**config.mk**
```make
export PLATFORM = sky130hd
export DESIGN_NAME = layer_mac_scheduler
export DESIGN_NICKNAME = d
export VERILOG_FILES = /design/src/rtl/layer_mac_scheduler.sv
export SDC_FILE = /design/constraint.sdc
export NUM_CORES = 1
export LEC_CHECK = 0
export ABC_CLOCK_PERIOD_IN_PS = 20600
export CAP_MARGIN = 0
export CELL_PAD_IN_SITES_DETAIL_PLACEMENT = 1
export CELL_PAD_IN_SITES_GLOBAL_PLACEMENT = 1
export CORE_MARGIN = 1.5
export CORE_UTILIZATION = 50
export DETAILED_ROUTE_END_ITERATION = 8
export PLACE_DENSITY = 0.85
export SLEW_MARGIN = 5
export SYNTH_ARGS = -nofsm -noshare
export SYNTH_HDL_FRONTEND = slang
export SYNTH_SLANG_ARGS = --single-unit
export TNS_END_PERCENT = 10
```
**constraint.sdc**
```tcl
create_clock -name clk -period 20.6 [get_ports clk]
set_input_delay 2.06 -clock clk [delete_from_list [all_inputs] [get_ports clk]]
set_output_delay 2.06 -clock clk [all_outputs]
set_load 0.02 [all_outputs]
```
**src/rtl/layer_mac_scheduler.sv**
```systemverilog
// Time-multiplexed MAC controller for one fully-connected layer: one shared datapath walks every node.
// Optional build macro LAYER_SCHED_SAT_EN saturates positive results that overflow the Q-slice.
module layer_mac_scheduler #(
  parameter int NUM_IN    = 30,
  parameter int NUM_NODES = 16,
  parameter int ACT_AW    = 5,
  parameter int W_AW      = 10,
  parameter int NODE_W    = 4
) (
  input  logic              clk,
  input  logic              reset,
  input  logic              start,
  output logic              busy,
  output logic              done,
  output logic [ACT_AW-1:0] act_addr,
  input  logic [31:0]       act_data,
  output logic [W_AW-1:0]   w_addr,
  input  logic [31:0]       w_data,
  output logic              out_valid,
  input  logic              out_ready,
  output logic [NODE_W-1:0] out_node,
  output logic [31:0]       out_data
);

  localparam int KW = $clog2(NUM_IN + 1);
  localparam logic [KW-1:0]     K_BIAS    = KW'(NUM_IN);
  localparam logic [KW-1:0]     K_LAST    = KW'(NUM_IN - 1);
  localparam logic [NODE_W-1:0] NODE_LAST = NODE_W'(NUM_NODES - 1);

  typedef enum logic [1:0] {IDLE, MAC, DRAIN, OUT} state_t;

  state_t            state_reg;
  logic [NODE_W-1:0] node_reg;
  logic [KW-1:0]     k_reg;
  logic [KW-1:0]     data_k_reg;
  logic              issue_vld_reg;
  logic              data_vld_reg;
  logic [31:0]       acc_reg;
  logic [31:0]       addend;
  logic [31:0]       acc_next;
  logic [31:0]       result_next;

  // data_*_reg tags the word currently on act_data/w_data with the k it was issued for
  always_comb begin
    addend   = (data_k_reg == K_BIAS) ? w_data : act_data * w_data;
    acc_next = data_vld_reg ? acc_reg + addend : acc_reg;
    result_next = {16'b0, acc_next[28:13]};
`ifdef LAYER_SCHED_SAT_EN
    if (acc_next[30:29] != 2'b00) result_next = 32'h0000_FFFF;
`endif
    if (acc_next[31]) result_next = '0;
  end

  always_ff @(posedge clk) begin
    if (!reset) begin
      state_reg     <= IDLE;
      node_reg      <= '0;
      k_reg         <= '0;
      data_k_reg    <= '0;
      issue_vld_reg <= 1'b0;
      data_vld_reg  <= 1'b0;
      acc_reg       <= '0;
      busy          <= 1'b0;
      done          <= 1'b0;
      act_addr      <= '0;
      w_addr        <= '0;
      out_valid     <= 1'b0;
      out_node      <= '0;
      out_data      <= '0;
    end else begin
      done         <= 1'b0;
      data_vld_reg <= issue_vld_reg;
      data_k_reg   <= k_reg;
      acc_reg      <= acc_next;
      case (state_reg)
        IDLE: begin
          // a start coinciding with the done pulse is dropped
          if (start && !done) begin
            state_reg     <= MAC;
            busy          <= 1'b1;
            node_reg      <= '0;
            k_reg         <= '0;
            issue_vld_reg <= 1'b1;
            act_addr      <= '0;
            w_addr        <= '0;
            acc_reg       <= '0;
          end
        end
        MAC: begin
          if (k_reg == K_BIAS) begin
            issue_vld_reg <= 1'b0;
            state_reg     <= DRAIN;
          end else begin
            k_reg    <= k_reg + KW'(1);
            w_addr   <= w_addr + W_AW'(1);
            act_addr <= (k_reg == K_LAST) ? '0 : act_addr + ACT_AW'(1);
          end
        end
        DRAIN: begin
          state_reg <= OUT;
          out_valid <= 1'b1;
          out_data  <= result_next;
          out_node  <= node_reg;
        end
        OUT: begin
          if (out_ready) begin
            out_valid <= 1'b0;
            if (node_reg == NODE_LAST) begin
              state_reg <= IDLE;
              busy      <= 1'b0;
              done      <= 1'b1;
            end else begin
              // weights are laid out node-major, so the next node's k=0 follows the bias word
              node_reg      <= node_reg + NODE_W'(1);
              k_reg         <= '0;
              issue_vld_reg <= 1'b1;
              act_addr      <= '0;
              w_addr        <= w_addr + W_AW'(1);
              acc_reg       <= '0;
              state_reg     <= MAC;
            end
          end
        end
        default: state_reg <= IDLE;
      endcase
    end
  end

endmodule

```
==> results of run 1 <==
-- routing by layer --
metal  wire (um)  global-route usage (%)  part of all wire, %  vias up
li1            -                       -                    -     7275
met1       26700                    40.8                   40     8749
met2       32500                    54.8                   49      674
met3        4280                    3.46                  6.4      192
met4        3030                    13.5                  4.6        2
met5           9                       0                0.014        -
-- worst register-to-register path: stages (launching register included) --
cell      delay [ns]
dfxtp_1         0.31
nand2_1         0.07
or3_1           0.34
buf_4           0.25
nor2_1          0.20
a21oi_1         0.08
ha_1            0.36
o21ai_0         0.10
nand2b_1        0.12
o41a_1          0.19
nand2_1         0.10
a21oi_1         0.41
a221o_1         0.31
a41oi_1         0.17
a211o_1         0.31
a211oi_1        0.24
o21ai_2         0.10
xnor2_2         0.80
o31ai_1         0.21
-- worst min-delay path by stage --
stage                   from            to  depth (start not counted)
2_1_floorplan  issue_vld_reg  data_vld_reg                          1
3_3_place_gp     out_data[0]   out_data[0]                          2
3_5_place_dp     out_data[3]   out_data[3]                          2
4_1_cts          out_data[3]   out_data[3]                          2
5_1_grt        issue_vld_reg  data_vld_reg                          1
6_report         out_data[3]   out_data[3]                          2
-- through the flow --
step / cell area, sq um / setup WS [ns]
2_1_floorplan: 21100 / 9.97
3_3_place_gp: 22500 / 8.05
3_5_place_dp: 22500 / 7.59
4_1_cts: 22700 / 7.91
5_1_grt: 22700 / 7.41
6_report: 22700 / 8.00
-- cells in the final DEF (no fill, tap or decap), types with 13 or more instances in the layout --
cell type and instances:
buf_4 29, nor2_1 86, fa_1 409, o21a_1 13, o21ai_0 46, nand3_1 18, a21oi_1 74, nor3_1 13
ha_1 166, conb_1 16, xor2_1 44, xnor2_1 80, inv_1 418, dfxtp_1 87, nor2b_1 16, clkdlybuf4s50_1 104
a21o_1 23, nand2_1 323, and2_1 293, mux2i_1 33
-- kinds of logic after synthesis --
group	after synthesis	synth area share, %
compound gates	225	7.03
xor+xnor	125	5.24
fa+ha+maj	575	48.8
buf+inv	548	10.1
flops	88	8.38
mux	35	1.68
other cells	1	0.0178
simple gates	795	18.7
-- cell type report --
cell class / instances / area [sq um] / area share (%)
antenna: 1 / 2.50 / 0.0110
sequential: 88 / 1760 / 7.75
clock buffer: 10 / 229 / 1.01
tap: 532 / 666 / 2.93
clock inverter: 6 / 43.8 / 0.193
timing repair buffer: 134 / 1260 / 5.56
multi-input combinational: 1771 / 17200 / 75.7
inverter: 418 / 1570 / 6.90
==> key figures, run 1 <==
STA
  • Crit share post-route: roughly three fifths
  • Final Hold Viols: 0
  • Worst-Margin Slew: 1.31 ns
  • Max-slew headroom: between 10 and 15%
  • F_max: about 79 MHz
  • Final Max Tran Viols: 0
  • Setup TNS: 0 ns
  • RSZ-0062 raised after global routing: false
  • Clk_skew: about 0.0084 ns
  • Period minus WS final: roughly 13 ns
  • Final hold slack: around 0.47 ns
  • # setup viols final: 0

Clock tree
  • Post-CTS setup repair buffer count: 0
  • Clock tree sinks: ~90
  • Root Buffer: clkbuf_16
  • Later-pin clock latency in the skew report: 0.35 ns
  • Post-CTS Resized: 0
  • TritonCTS Buffers: 9
  • Clock slew at reported path FFs: ~0.070 ns
  • Clock buffer depth: 2
  • # hold bufs at CTS: 0
  • CTS tree: yes
  • H-tree levels: 3

Drt
  • Via count: approximately 17000
  • Avg WL per Cell: approximately 22 um
  • 1st-pass router iterations: 5
  • Total Wirelength: 66500 um
  • Number of remaining DRC errors: 0
  • Post-DRT Antenna Nets: 0
  • Vias/cell: roughly 5.7
  • DR iter-0 viols: approximately 1200

Synth
  • Top cells by area in the synthesized netlist: fa_1 (39%), ha_1 (9.9%), and2_1 (8.7%)
  • Async S/R FF share, synth: 0%
  • Ys flop type: dfxtp_1
  • Area leader, netlist: fa_1
  • Mapped Cells: between 2000 and 2500
  • Register area share after synthesis: 8.38%
  • Post-synth cell types: 65
  • Post-Syn Area per Cell: about 8.8 sq um
  • #FFs+latches synth: 88
  • Post-synth top cells: inv_1 (418), fa_1 (409), nand2_1 (323), and2_1 (293), ha_1 (166)
  • Most common cell in the netlist: inv_1
  • Area share of the leading cell type in the synthesized netlist: between 30% and 40%
  • Number of synthesized flops with an enable pin: 0
  • Synth Cell Area: roughly 0.021 sq mm
  • Synth Warn #: 0

Critical path
  • Worst r2r dst: out_data[6]
  • Most used cell, CP: fa_1
  • Crit path depth: 34
  • FF-to-FF Start: data_k_reg[4]
  • Worst setup EP type: flop
  • CP bufs+invs: 5
  • Reg2reg setup slack: about 16 ns
  • CP endpoint: out_data[6]
  • Required @ worst endpoint: between 20 and 25 ns
  • CP arrival: about 13 ns
  • Startpoint types: input pin
  • Slowest stage delay, CP: roughly 1.1 ns
  • Critical path's slowest cell: clkdlybuf4s50_1
  • CP top delay family: adder cells
  • Worst setup startpoint: w_data[5]
  • CP Max Fanout: 28
  • Setup CP Type: in2reg
  • R2R depth: 18

Global routing
  • Pin count of the biggest net entering global routing: 43
  • Initial antenna violation count: 2
  • Congestion Overflow GR: 0
  • First-pass GRT wire length: 108000 um
  • All-Layer GR Usage: between 30% and 40%
  • Vias in the first global route: 19600

Placed design
  • Port Buffers: roughly 110
  • Detail Placement HPWL: roughly 52000 um
  • Placed Cells: approximately 3000
  • GPL Wtd Cong: around 0.9

Die
  • IO Pins: 122
  • Row count: 74
  • Die ar.: between 0.04 and 0.05 sq mm
  • Die width: ~210 um
  • DIE HEIGHT: between 200 and 250 um
  • Area of the core: approximately 0.041 sq mm
  • Initial Utilization: ~51%

Final layout
  • Fin cells: slightly below 3000
  • Share of cells above drive strength 1: under 10%
  • Area Growth Syn to Fin: 8.16%
  • Final nets: 3065
  • Max FFs per register: 32
  • Final core occ: a little under three fifths
  • FILL cells: 4810

Run
  • MaxCap Viol Count: 0

Status
  • Status: finished clean

Worst hold path
  • Type of the most critical hold path: reg2reg
Power of run 1 is not shown: default switching activity piles up to over one toggle a cycle in this logic, so the estimate is an artifact.
==> run 2: changes to the inputs <==
--- a/config.mk
+++ b/config.mk
@@ -5,14 +5,14 @@
 export SDC_FILE = /design/constraint.sdc
 export NUM_CORES = 1
 export LEC_CHECK = 0
-export ABC_CLOCK_PERIOD_IN_PS = 20600
+export ABC_CLOCK_PERIOD_IN_PS = 13000
 export CAP_MARGIN = 0
 export CELL_PAD_IN_SITES_DETAIL_PLACEMENT = 1
 export CELL_PAD_IN_SITES_GLOBAL_PLACEMENT = 1
 export CORE_MARGIN = 1.5
-export CORE_UTILIZATION = 50
+export CORE_UTILIZATION = 49
 export DETAILED_ROUTE_END_ITERATION = 8
-export PLACE_DENSITY = 0.85
+export PLACE_DENSITY = 0.83
 export SLEW_MARGIN = 5
 export SYNTH_ARGS = -nofsm -noshare
 export SYNTH_HDL_FRONTEND = slang
==> constraint.sdc (replaced) <==
create_clock -name clk -period 13 [get_ports clk]
set_input_delay 1.3 -clock clk [delete_from_list [all_inputs] [get_ports clk]]
set_output_delay 1.3 -clock clk [all_outputs]
set_load 0.02 [all_outputs]
==> run 2 against run 1 <==
Net effect:
- setup slack worse by 6.7 ns
- final cell count is 0.30% higher
- register-to-register slack worse by 7.7 ns
- non-clock buffer count is 4 higher
- flip-flop and latch count stayed put
- clock skew is 0.0015 ns lower
- via count is 1.7% lower
- final area is 0.35% higher
- global-route usage is 0.36 points lower
- worst hold slack better by 0.010 ns
==> key figures, run 2 (same netlist as run 1, synthesis figures left out) <==
Clock tree
  • Post-CTS setup repair buffer count: 0 (unchanged)
  • Clock tree sinks: 88 (unchanged)
  • Later-pin clock latency in the skew report: 0.36 ns (about the same)
  • CTS tree: yes
  • Post-CTS Resized: 0 (unchanged)
  • Root Buffer: clkbuf_16
  • H-tree levels: 3 (unchanged)
  • Clock buffer depth: 2 (unchanged)
  • TritonCTS Buffers: 9 (unchanged)
  • # hold bufs at CTS: 0 (unchanged)
  • Clock slew at reported path FFs: 0.07 ns (about the same)

Critical path
  • Critical path's slowest cell: clkdlybuf4s50_1
  • Required @ worst endpoint: 13.20 ns (-7.60 ns)
  • CP bufs+invs: 5 (unchanged)
  • Reg2reg setup slack: 8.09 ns (-7.68 ns)
  • Startpoint types: input pin
  • CP arrival: 11.89 ns (-0.90 ns)
  • Worst setup EP type: flop
  • CP Max Fanout: 27 (-3.6%)
  • Slowest stage delay, CP: 1.02 ns (-0.09 ns)
  • Most used cell, CP: fa_1
  • CP top delay family: adder cells
  • Setup CP Type: in2reg

STA
  • # setup viols final: 0 (unchanged)
  • Final Hold Viols: 0 (unchanged)
  • Final Max Tran Viols: 0 (unchanged)
  • RSZ-0062 raised after global routing: false
  • Setup TNS: 0 ns (unchanged)
  • Clk_skew: 0.00689 ns (-0.00148 ns)
  • Crit share post-route: around 90%
  • Worst-Margin Slew: 1.14 ns (-0.169 ns)
  • Max-slew headroom: 23.6% (+11 points)
  • F_max: between 80 and 90 MHz
  • Final hold slack: 0.482 ns (+0.0101 ns)
  • Period minus WS final: 11.69 ns

Run
  • MaxCap Viol Count: 0 (unchanged)

Die
  • Initial Utilization: 49.9% (-1.1 points)
  • Row count: 75 (+1.4%)
  • Die width: 210 um (+1.0%)
  • DIE HEIGHT: 210 um (+1.0%)
  • IO Pins: 122 (unchanged)
  • Area of the core: 0.0421 sq mm (+2.3%)
  • Die ar.: 0.0442 sq mm (+2.0%)

Drt
  • Vias/cell: 5.59 (-2.0%)
  • Via count: 16600 (-1.7%)
  • Post-DRT Antenna Nets: 0 (unchanged)
  • Number of remaining DRC errors: 0 (unchanged)
  • Total Wirelength: 65900 um (-0.96%)
  • 1st-pass router iterations: 5 (unchanged)
  • Avg WL per Cell: 22.2 um (-1.3%)
  • DR iter-0 viols: 1011 (-14%)

Global routing
  • Congestion Overflow GR: 0 (unchanged)
  • All-Layer GR Usage: 31.5% (-0.36 points)
  • Pin count of the biggest net entering global routing: 43 (unchanged)
  • First-pass GRT wire length: 107000 um (-0.75%)
  • Initial antenna violation count: 1 (-1)
  • Vias in the first global route: 19400 (-1.0%)

Worst hold path
  • Type of the most critical hold path: reg2reg

Final layout
  • Share of cells above drive strength 1: 2.88% (+0.079 points)
  • Area Growth Syn to Fin: 8.54%
  • FILL cells: 4914 (+2.2%)
  • Post-route cell area: 0.0228 sq mm (+0.35%)
  • Max FFs per register: 32 (unchanged)
  • Final nets: 3069 (+0.13%)
  • Most frequent cells in the layout: inv_1 (418), fa_1 (409), nand2_1 (323)
  • Commonest non-fill, non-tap cell in the layout: inv_1
  • ANT cells: 0 (-1)
  • Final core occ: 54.2% (-1.0 points)

Placed design
  • Area after DPL: 0.0225 sq mm (+0.17%)
  • Port Buffers: 105 (unchanged)
  • Detail Placement HPWL: 53700 um (+2.9%)
  • GPL Wtd Cong: 0.901 (+0.27%)

Status
  • Status: finished clean
-- run 2: cell types whose count changed in the layout (fill, tap and decap cells not counted) --
cell	before	now
buf_2	1	0
clkinvlp_4	1	0
clkinv_2	2	1
inv_6	1	0
clkdlybuf4s50_1	104	105
buf_4	29	33
bufinv_16	0	2
diode_2	1	0
-- run 2: layer usage --
metal	wire [um]	vias up	track usage [%]
li1	-	7285	-
met3	4050	171	5.20
met5	12	-	0
met4	2980	2	13.1
met2	32400	571	54.3
met1	26500	8580	39.2
-- run 2: cell type report --
cell class	instances	area [sq um]	area share, %
well taps	539	674	2.96
repair buffers	138	1300	5.69
flip-flops and latches	88	1760	7.73
clock buffers	10	229	1.00
multi-input cells	1771	17200	75.4
clock inverters	5	82.6	0.362
inverters	418	1570	6.88
-- run 2: final timing paths --
check / from / end / depth (start not counted)
worst max-delay path: w_data[6] / out_data[3] / 34
worst min-delay path: out_data[0] / out_data[0] / 2
worst max register to register: data_k_reg[4] / out_data[3] / 18
worst min register to register: out_data[0] / out_data[0] / 2
-- run 2: worst reg2reg max path, delay by kind of cell (launching register included) --
family	cells	cell delay, ns
buf+inv	1	0.25
xor+xnor	1	0.80
compound gates	10	2.16
fa+ha+maj	1	0.34
flops	1	0.31
simple gates	5	0.87
-- run 2: per-stage QoR --
stage	instances	setup slack, ns
detailed placement	2954	1.04
global placement	2954	1.42
CTS	2969	1.33
floorplan	2407	3.13
global route	2969	0.635
finish	2969	1.31
Power of run 2 is left out for the same reason.
